`src/rtl/lap_timer_pkg.sv`:
```
// rtl/lap_timer_pkg.sv - shared types and helpers for the lap timer
package lap_timer_pkg;

    typedef enum logic [1:0] {
        IDLE    = 2'd0,
        RUN     = 2'd1,
        PAUSE   = 2'd2,
        EXPIRED = 2'd3
    } state_e;

    typedef enum logic {
        MODE_DOWN = 1'b0,
        MODE_UP   = 1'b1
    } mode_e;

    // Wide enough for any counter width, with one carry bit kept below.
    localparam int unsigned SAT_W = 32;

    function automatic logic [SAT_W-1:0] sat_add(
        input logic [SAT_W-1:0] a,
        input logic [SAT_W-1:0] b,
        input logic [SAT_W-1:0] ceil
    );
        logic [SAT_W:0] sum;
        sum = {1'b0, a} + {1'b0, b};
        return (sum > {1'b0, ceil}) ? ceil : sum[SAT_W-1:0];
    endfunction

endpackage

```
`src/rtl/lap_fifo.sv`:
```
// rtl/lap_fifo.sv - first-word-fall-through lap capture FIFO with drop flag
module lap_fifo #(
    parameter int unsigned WIDTH = 12,
    parameter int unsigned DEPTH = 4
) (
    input  logic             clk,
    input  logic             nrst,
    input  logic             push,
    input  logic             pop,
    input  logic             flush,
    input  logic [WIDTH-1:0] data_in,
    output logic [WIDTH-1:0] head,
    output logic             valid,
    output logic             full,
    output logic             drop
);

    localparam int unsigned AW = $clog2(DEPTH);

    logic [WIDTH-1:0] mem [DEPTH];
    logic [AW:0]      wr_ptr_q, wr_ptr_d;
    logic [AW:0]      rd_ptr_q, rd_ptr_d;
    logic             drop_q, drop_d;
    logic             pop_eff;
    logic             push_eff;

    // Pointers carry a wrap bit so equal indices distinguish full from empty.
    assign valid = (wr_ptr_q != rd_ptr_q);
    assign full  = (wr_ptr_q[AW] != rd_ptr_q[AW]) &&
                   (wr_ptr_q[AW-1:0] == rd_ptr_q[AW-1:0]);

    // A pop frees a slot in the same cycle, so a push into a full FIFO succeeds.
    assign pop_eff  = pop && valid && !flush;
    assign push_eff = push && !flush && (!full || pop_eff);

    always_comb begin
        wr_ptr_d = wr_ptr_q;
        rd_ptr_d = rd_ptr_q;
        drop_d   = 1'b0;
        if (flush) begin
            wr_ptr_d = '0;
            rd_ptr_d = '0;
        end else begin
            if (push_eff) wr_ptr_d = wr_ptr_q + 1'b1;
            if (pop_eff)  rd_ptr_d = rd_ptr_q + 1'b1;
            drop_d = push && !push_eff;
        end
    end

    always_ff @(posedge clk or negedge nrst) begin
        if (!nrst) begin
            wr_ptr_q <= '0;
            rd_ptr_q <= '0;
            drop_q   <= 1'b0;
        end else begin
            wr_ptr_q <= wr_ptr_d;
            rd_ptr_q <= rd_ptr_d;
            drop_q   <= drop_d;
        end
    end

    always_ff @(posedge clk) begin
        if (push_eff) mem[wr_ptr_q[AW-1:0]] <= data_in;
    end

    assign head = valid ? mem[rd_ptr_q[AW-1:0]] : '0;
    assign drop = drop_q;

endmodule

```
`src/rtl/lap_timer.sv`:
```
// rtl/lap_timer.sv - countdown timer / count-up stopwatch with lap FIFO
module lap_timer
    import lap_timer_pkg::*;
#(
    parameter int unsigned CNT_W     = 12,
    parameter int unsigned MAX_COUNT = 4095,
    parameter int unsigned STEP      = 30,
    parameter int unsigned LAP_DEPTH = 4
) (
    input  logic             clk,
    input  logic             nrst,
    input  logic             tick,
    input  logic             mode,
    input  logic             start,
    input  logic             stop,
    input  logic             clear,
    input  logic             load,
    input  logic [CNT_W-1:0] load_val,
    input  logic             add_step,
    input  logic             lap,
    input  logic             lap_pop,
    output logic [CNT_W-1:0] count,
    output logic             time_up,
    output logic             overflow,
    output logic [CNT_W-1:0] lap_data,
    output logic             lap_valid,
    output logic             lap_full,
    output logic             lap_drop,
    output logic             running
);

    localparam logic [SAT_W-1:0] MAX_W = SAT_W'(MAX_COUNT);

    state_e           state_q, state_d;
    mode_e            mode_q, mode_d;
    logic [CNT_W-1:0] count_q, count_d;
    logic             time_up_q, time_up_d;
    logic             overflow_q, overflow_d;
    logic             fifo_push;
    logic             fifo_flush;
    logic [CNT_W-1:0] load_clamped;
    logic [CNT_W-1:0] step_sum;
    logic [CNT_W-1:0] step_sum_tick;

    assign load_clamped  = CNT_W'(sat_add(SAT_W'(load_val), '0, MAX_W));
    assign step_sum      = CNT_W'(sat_add(SAT_W'(count_q), SAT_W'(STEP), MAX_W));
    assign step_sum_tick = CNT_W'(sat_add(SAT_W'(count_q), SAT_W'(STEP - 1), MAX_W));

    always_ff @(posedge clk or negedge nrst) begin
        if (!nrst) begin
            state_q    <= IDLE;
            mode_q     <= MODE_DOWN;
            count_q    <= '0;
            time_up_q  <= 1'b0;
            overflow_q <= 1'b0;
        end else begin
            state_q    <= state_d;
            mode_q     <= mode_d;
            count_q    <= count_d;
            time_up_q  <= time_up_d;
            overflow_q <= overflow_d;
        end
    end

    // A command that changes state swallows the lower-priority commands that cycle.
    always_comb begin
        state_d    = state_q;
        mode_d     = mode_q;
        count_d    = count_q;
        time_up_d  = time_up_q;
        overflow_d = overflow_q;
        fifo_push  = 1'b0;
        fifo_flush = 1'b0;
        if (clear) begin
            state_d    = IDLE;
            count_d    = '0;
            time_up_d  = 1'b0;
            overflow_d = 1'b0;
            fifo_flush = 1'b1;
        end else if (load) begin
            state_d    = IDLE;
            count_d    = load_clamped;
            time_up_d  = 1'b0;
            overflow_d = 1'b0;
        end else begin
            case (state_q)
                IDLE: begin
                    if (start) begin
                        mode_d = mode_e'(mode);
                        if (mode == MODE_DOWN && count_q == '0) begin
                            state_d   = EXPIRED;
                            time_up_d = 1'b1;
                        end else begin
                            state_d = RUN;
                        end
                    end else if (add_step && mode == MODE_DOWN) begin
                        count_d = step_sum;
                    end
                end
                RUN: begin
                    if (stop) begin
                        state_d = PAUSE;
                    end else if (mode_q == MODE_DOWN) begin
                        if (add_step) begin
                            count_d = tick ? step_sum_tick : step_sum;
                        end else if (tick) begin
                            if (count_q <= CNT_W'(1)) begin
                                count_d   = '0;
                                time_up_d = 1'b1;
                                state_d   = EXPIRED;
                            end else begin
                                count_d = count_q - CNT_W'(1);
                            end
                        end
                    end else begin
                        fifo_push = lap;
                        if (tick) begin
                            if (count_q < CNT_W'(MAX_COUNT)) count_d = count_q + CNT_W'(1);
                            else overflow_d = 1'b1;
                        end
                    end
                end
                PAUSE: begin
                    if (start) begin
                        state_d = RUN;
                    end else if (mode_q == MODE_DOWN) begin
                        if (add_step) count_d = step_sum;
                    end else begin
                        fifo_push = lap;
                    end
                end
                EXPIRED: begin
                    state_d = EXPIRED;
                end
                default: begin
                    state_d = IDLE;
                end
            endcase
        end
    end

    lap_fifo #(
        .WIDTH (CNT_W),
        .DEPTH (LAP_DEPTH)
    ) u_lap_fifo (
        .clk     (clk),
        .nrst    (nrst),
        .push    (fifo_push),
        .pop     (lap_pop && !clear),
        .flush   (fifo_flush),
        .data_in (count_q),
        .head    (lap_data),
        .valid   (lap_valid),
        .full    (lap_full),
        .drop    (lap_drop)
    );

    always_comb begin
        count    = count_q;
        time_up  = time_up_q;
        overflow = overflow_q;
        running  = (state_q == RUN);
    end

endmodule

```
`config.mk`:
```
export PLATFORM = sky130hd
export DESIGN_NAME = lap_timer
export DESIGN_NICKNAME = d
export VERILOG_FILES = /design/src/rtl/lap_timer_pkg.sv /design/src/rtl/lap_fifo.sv /design/src/rtl/lap_timer.sv
export SDC_FILE = /design/constraint.sdc
export NUM_CORES = 1
export LEC_CHECK = 0
export ABC_CLOCK_PERIOD_IN_PS = 9100
export CAP_MARGIN = 20
export CORE_ASPECT_RATIO = 2
export CORE_UTILIZATION = 45
export DETAILED_ROUTE_END_ITERATION = 7
export HOLD_SLACK_MARGIN = 0.02
export PLACE_DENSITY_LB_ADDON = 0.1
export SLEW_MARGIN = 25
export SYNTH_ARGS = -nofsm -noshare
export SYNTH_HDL_FRONTEND = slang
export SYNTH_HIERARCHICAL = 1
export SYNTH_SLANG_ARGS = --single-unit
```
`constraint.sdc`:
```
create_clock -name clk -period 9.1 [get_ports clk]
set_clock_uncertainty 0.05 [all_clocks]
set_input_delay 0.91 -clock clk [delete_from_list [all_inputs] [get_ports clk]]
set_output_delay 0.91 -clock clk [all_outputs]
set_load 0.05 [all_outputs]
```
# --- Word level (Yosys, flattened, before mapping) ---
# Memories as Yosys holds them, arrays and structs flattened.
# Cells that the tools add are included.
word_totals:
  register_bits: 24
  ramBits: 48
  elab_cells: 141
  memories: 1
classes:
  n_addsub: 6
  n_lt_le_gt_ge: 5
  n_eq_ne: 28
  n_mux: 62
  bitwise_logic: 3
  n_reduce_logical: 28
memory_table:
  columns: ["name", "words", "width", "rd", "rd_clocked_by_memory_dff", "wr", "line_no", "source"]
  rows:
  - ["u_lap_fifo.mem", 4, 12, 1, 0, 1, "lap_fifo.sv:20", "logic [WIDTH-1:0] mem [DEPTH];"]
op_table:
  columns: ["operator", "count"]
  rows:
  - ["12-bit two-way mux", 19]
  - ["4-bit != test, second input constant", 12]
  - ["12-bit one-hot mux with 3 select lines", 1]
  - ["12-bit by 5-bit adder with 13-bit output, second input constant", 2]
  - ["13-bit by 12-bit > comparator with 1-bit output, second input constant", 2]
  - ["1-bit two-way mux", 25]
  - ["5-bit != test, second input constant", 5]
  - ["2-bit two-way mux", 10]
  - ["12-bit by 1-bit adder with 12-bit output, second input constant", 1]
  - ["12-bit > comparator, second input constant", 1]
  - ["12-bit by 1-bit <= comparator with 1-bit output, second input constant", 1]
  - ["12-bit zero test", 1]
  - ["12-bit less-than comparator, second input constant", 1]
  - ["3-bit two-way mux", 4]
  - ["12-bit by 1-bit subtractor with 12-bit output, second input constant", 1]
  - ["5-bit by 4-bit != test with 1-bit output, second input constant", 2]
  - ["10-bit AND reduction", 1]
  - ["1-bit logical AND", 9]
  - ["3-bit nonzero test", 3]
  - ["2-bit one-hot mux with 4 select lines", 1]
  - ["8-bit AND reduction", 1]
  - ["3-bit by 1-bit adder with 3-bit output, second input constant", 2]
  - ["6-bit AND reduction", 1]
  - ["5-bit AND reduction", 1]
  - ["17 further kinds", 25]

# --- Logic depth before layout (Yosys ltp) ---
logic_depth:
  depth_word: 10
  depth_mapped: 11
  ltp_nobuf: 9

# --- Modules after synthesis ---
# Netlist, hierarchy kept.
modules_own_cells:
  columns: ["mod", "instances", "cells_per_inst", "area_each_um2", "seq_area_each_um2"]
  rows:
  - ["lap_timer", 1, 375, 2745.1, 425.4]
  - ["lap_fifo", 1, 132, 2372.3, 1616.6]

# --- Worst setup path before layout ---
# OpenSTA, ideal clock, no wires.
synth_path:
  kind: "register to register"
  from: "reg count_q[2] (netlist: count[2])"
  to: "reg count_q[7] (netlist: count[7])"
  setup_time_ns: 0.101
  arrival_time_ns: 3.132
  path_slack_ns: 5.817
  path_stages_with_launch: 12
  path_buffers: 2
  synth_period_minus_slack_ns: 3.283
  cell_sequence: "dfrtp_1 -> buf_4 -> buf_2 -> inv_1 -> ha_1 -> a2111o_1 -> xnor2_1 -> a211oi_1 -> nor4b_4 -> nor3_1 -> o311a_1 -> o32ai_1"
synth_via:
  elab_chain_cells: 10
  word_cells_on_any_way: 28
  cone_classes: "4 x add/sub; 4 x order compare; 1 x eq/ne; 18 x mux; 1 x reduce/logical"
synth_rtl:
  columns: ["element", "line_no", "source"]
  rows:
  - ["start: declaration", "lap_timer.sv:36", "logic [CNT_W-1:0] count_q, count_d;"]
  - ["start signal: assignment", "lap_timer.sv:59", "count_q <= count_d;"]
  - ["12-bit by 5-bit adder with 13-bit output", "lap_timer_pkg.sv:25", "sum = {1'b0, a} + {1'b0, b};"]
  - ["13-bit by 12-bit > comparator with 1-bit output", "lap_timer_pkg.sv:26", "return (sum > {1'b0, ceil}) ? ceil : sum[SAT_W-1:0];"]
  - ["12-bit two-way mux", "lap_timer_pkg.sv:26", null]
  - ["12-bit two-way mux", "lap_timer.sv:105", "count_d = tick ? step_sum_tick : step_sum;"]
  - ["12-bit two-way mux", "lap_timer.sv:104", "if (add_step) begin"]
  - ["12-bit two-way mux", "lap_timer.sv:103", "end else if (mode_q == MODE_DOWN) begin"]
  - ["12-bit two-way mux", "lap_timer.sv:101", "if (stop) begin"]
  - ["12-bit one-hot mux with 3 select lines", "lap_timer.sv:86", "case (state_q)"]
  - ["12-bit two-way mux", "lap_timer.sv:80", "end else if (load) begin"]
  - ["12-bit two-way mux", "lap_timer.sv:74", "if (clear) begin"]
# Parallel ways exist; a longest one is shown, timed or not. The select of a mux whose other input is x is not followed.
# A chain may end at the register's enable or synchronous reset.

# --- Worst setup path after layout ---
layout_path:
  from: "reg u_lap_fifo.rd_ptr_q[0]"
  to: "out lap_data[5]"
layout_via:
  elab_chain_cells: 2
  word_cells_on_any_way: 3
  cone_classes: "1 x eq/ne; 1 x mux; 1 x memory"
layout_rtl:
  columns: ["element", "line_no", "source"]
  rows:
  - ["start: declaration", "lap_fifo.sv:22", "logic [AW:0] rd_ptr_q, rd_ptr_d;"]
  - ["start signal: assignment", "lap_fifo.sv:57", "rd_ptr_q <= rd_ptr_d;"]
  - ["memory 4 x 12 bit / 3-bit != test (equally long branches)", null, null]
  - ["12-bit two-way mux *", "lap_fifo.sv:66", "assign head = valid ? mem[rd_ptr_q[AW-1:0]] : '0;"]
  - ["end: declaration", "lap_timer.sv:25", "output logic [CNT_W-1:0] lap_data,"]
# Every way passes the cells marked *; elsewhere a longest branch is shown, timed or not.

==> flow_summary_export.csv <==
group,metric,value,unit
clock_tree,cts_tree,"yes",
route,ant_nets,0,
sta,setup_viol_count_final,0,
layout,drive_gt1_share,9.67,%
sta,period_share,43.1,%
layout,diodes,0,
sta,worstMarginPinSlew,0.913,ns
worst_setup_path,crit_path_max_incr_delay,0.94,ns
sta,final_hold_viol_count,0,
logic_synthesis,synthCells,507,
route,via_count,4521,
worst_hold_path,hold_class,"reg2reg",
sta,max-slew-margin-rel,38.6,%
worst_setup_path,slowest_stage,"dfrtp_1",
pwr,power.leakage,2.09,nW
logic_synthesis,synthTopCellsByArea,"edfxtp_1 (28%), dfrtp_1 (12%), mux4_2 (5.3%), ha_1 (4.4%), nor2_1 (3.1%)",
clock_tree,cts_resized,0,
clock_tree,path_clk_slew,0.06,ns
place,dp_hpwl,12.2,mm
place,port_buffers,52,
logic_synthesis,ys_warn_count,6,
die,initial_utilization,46.5,%
sta,finalSetupTns,0,ns
route,drt_wl_total,16.8,mm
worst_setup_path,crit_buf_inv,1,
logic_synthesis,synth_cell_types,80,
sta,fmax,0.255,GHz
die,die_area,11800,um^2
layout,final_common_cell,"clkdlybuf4s50_1",
logic_synthesis,ys_ff_latch,72,
worst_setup_path,path_max_fanout,17,
worst_setup_path,cp.arrival,2.96,ns
run,max_cap_violations,0,
logic_synthesis,synth_top_area_cell,"edfxtp_1",
clock_tree,htree_levels,3,
place,routabilityCongestion,1.02,
layout,area_growth,17.0,%
die,die_x,77.4,um
global_routing,grt_usage,29.4,%
sta,rsz0062_at_grt,"no",
die,num_rows,54,
sta,maxSlewViolCount,0,
route,first_iter_violations,287,
clock_tree,cts_buffer_depth,2,
die,io_pins,53,
logic_synthesis,async_flop_share,33.3,%
global_routing,grt_max_degree,31,
pwr,max-vdd-ir-drop,0.108,mV
clock_tree,numCtsBuffers,9,
global_routing,antenna_found_initial,0,
worst_setup_path,cp-start-kind,"flip-flop",
route,wl_per_cell,24.4,um
logic_synthesis,ys.flop_type,"edfxtp_1",
sta,hold_slack,0.445,ns
route,viasPerCell,6.57,
worst_setup_path,crit_path_end_kind,"output pin",
logic_synthesis,synth-edff-count,48,
worst_setup_path,worstPathRequired,8.14,ns
sta,min_period,3.92,ns
global_routing,grt_pass1_vias,4502,
worst_setup_path,cp_cell_sequence,"xnor2_1 -> nand3_1 -> and2_1 -> clkdlybuf4s50_1",
layout,multi_input_area,2810,um^2
clock_tree,post_cts_buffers,0,
status,status,"complete, no violations",
die,coreArea,11000,um^2
global_routing,overflow,0,
layout,num-nets-final,585,
clock_tree,clk_latency,0.32,ns
route,drc_errors,0,
clock_tree,clockRootBuffer,"clkbuf_16",
layout,seq_area,2040,um^2
global_routing,grt_pass1_wl,25.9,mm
layout,final_cell_mix,"clkdlybuf4s50_1 (52), edfxtp_1 (48), nor2_1 (42)",
pwr,power_density,177,nW/um^2
logic_synthesis,synth_area,5120,um^2
route,drt-pass1-iter-count,5,
logic_synthesis,syn_nets,548,
worst_setup_path,path_delay_family,"flip-flops",
clock_tree,cts.sinks,72,
logic_synthesis,synth_area_per_cell,10.1,um^2
die,die_y,153,um
worst_setup_path,critical_path_class,"reg2out",
logic_synthesis,synth_top_area_share,28.2,%
layout,final.fill_count,1025,
clock_tree,cts_hold_buf,0,
logic_synthesis,ys_seq_area_share,39.9,%
where the power goes:
group	switching [W]	total, W	internal [W]	leakage (nW)
logic	0.000228	0.000344	0.000116	1.19
registers	0.0000255	0.000387	0.000362	0.763
clock network	0.000120	0.000330	0.000209	0.133
total	0.000374	0.00106	0.000686	2.09
metrics by stage:
stage | total power (W) | std cells | util [%] | instance area, um^2 | setup slack (ns)
detailed placement | 0.000727 | 673 | 51.8 | 5710 | 4.86
finish | 0.00106 | 688 | 54.4 | 5990 | 5.18
floorplan | 0.000612 | 507 | - | 5120 | 5.82
global route | 0.00110 | 688 | 54.4 | 5990 | 4.89
CTS | 0.00106 | 688 | 54.4 | 5990 | 5.08
global placement | 0.000726 | 673 | 51.8 | 5710 | 4.96
final cells by class:
| type | instances | share of cell area, % |
|---|---|---|
| clock inverter | 4 | 0.773 |
| sequential | 72 | 34.1 |
| timing repair buffer | 63 | 10.1 |
| clock buffer | 11 | 3.89 |
| tap | 140 | 2.93 |
| multi-input combinational | 377 | 46.9 |
| inverter | 21 | 1.32 |
flip-flops by register name, indices dropped and copies added, names as in the netlist:
signal,cells
count,12
mode_q,1
overflow,1
state_q,2
time_up,1
u_lap_fifo/drop,1
u_lap_fifo/mem,48
u_lap_fifo/rd_ptr_q,3
u_lap_fifo/wr_ptr_q,3
metal layers:
layer | track usage [%] | wire [um]
met1 | 31.5 | 5720
met2 | 52.3 | 9050
met3 | 3.28 | 752
met4 | 21.5 | 1280
met5 | 0 | 0
Yosys cell counts (5+ instances only):
library cell,n
and2_1,20
nand2b_1,8
ha_1,18
inv_1,19
o21ai_0,15
dfrtp_1,24
edfxtp_1,48
o211ai_1,6
nand3_1,14
o31ai_1,6
nor3_1,18
a211o_1,7
a31oi_1,10
nor2b_1,7
a221oi_1,6
xnor2_1,14
a21oi_1,23
nor2_1,42
mux4_2,12
a32oi_1,5
xor2_1,6
nand2_1,26
buf_2,8
a211oi_1,8
clkbuf_1,21
nand4_1,11
o21ai_1,9
o22ai_1,6
tightest hold or removal path, delay by kind of cell, from the launching register on:
| family | cells | cell delay [ns] |
|---|---|---|
| flip-flops | 1 | 0.34 |
| AND/OR/NAND/NOR | 1 | 0.05 |
| AO/OA/AOI/OAI | 1 | 0.07 |
path summary, 6_finish.rpt:
kind	cells after the start	to	startpoint	slack (ns)
worst max register to register	9	count[2]$_DFFE_PN0P_	count[0]$_DFFE_PN0P_	5.30
worst min register to register	2	time_up$_DFFE_PN0P_	time_up$_DFFE_PN0P_	0.45
max in group asynchronous	2	u_lap_fifo/wr_ptr_q[0]$_DFFE_PN0P_	nrst	7.78
min in group asynchronous	2	u_lap_fifo/rd_ptr_q[0]$_DFFE_PN0P_	nrst	0.93
worst max-delay path	4	lap_data[5]	u_lap_fifo/rd_ptr_q[0]$_DFFE_PN0P_	5.18
worst min-delay path	2	time_up$_DFFE_PN0P_	time_up$_DFFE_PN0P_	0.45
cell families (layout without fill, tap and decap cells):
kind of cell             count (synthesis)  count (layout)  share of synthesized area, %
AO/OA/AOI/OAI                          146             146                          21.0
XOR/XNOR                                20              20                          3.42
adder cells (fa/ha/maj)                 18              18                          4.40
buffers and inverters                   58              99                          5.21
flip-flops                              72              72                          39.9
multiplexers                            20              20                          7.02
AND/OR/NAND/NOR                        173             173                          19.0
No activity file was read; power rests on OpenSTA's default activity.
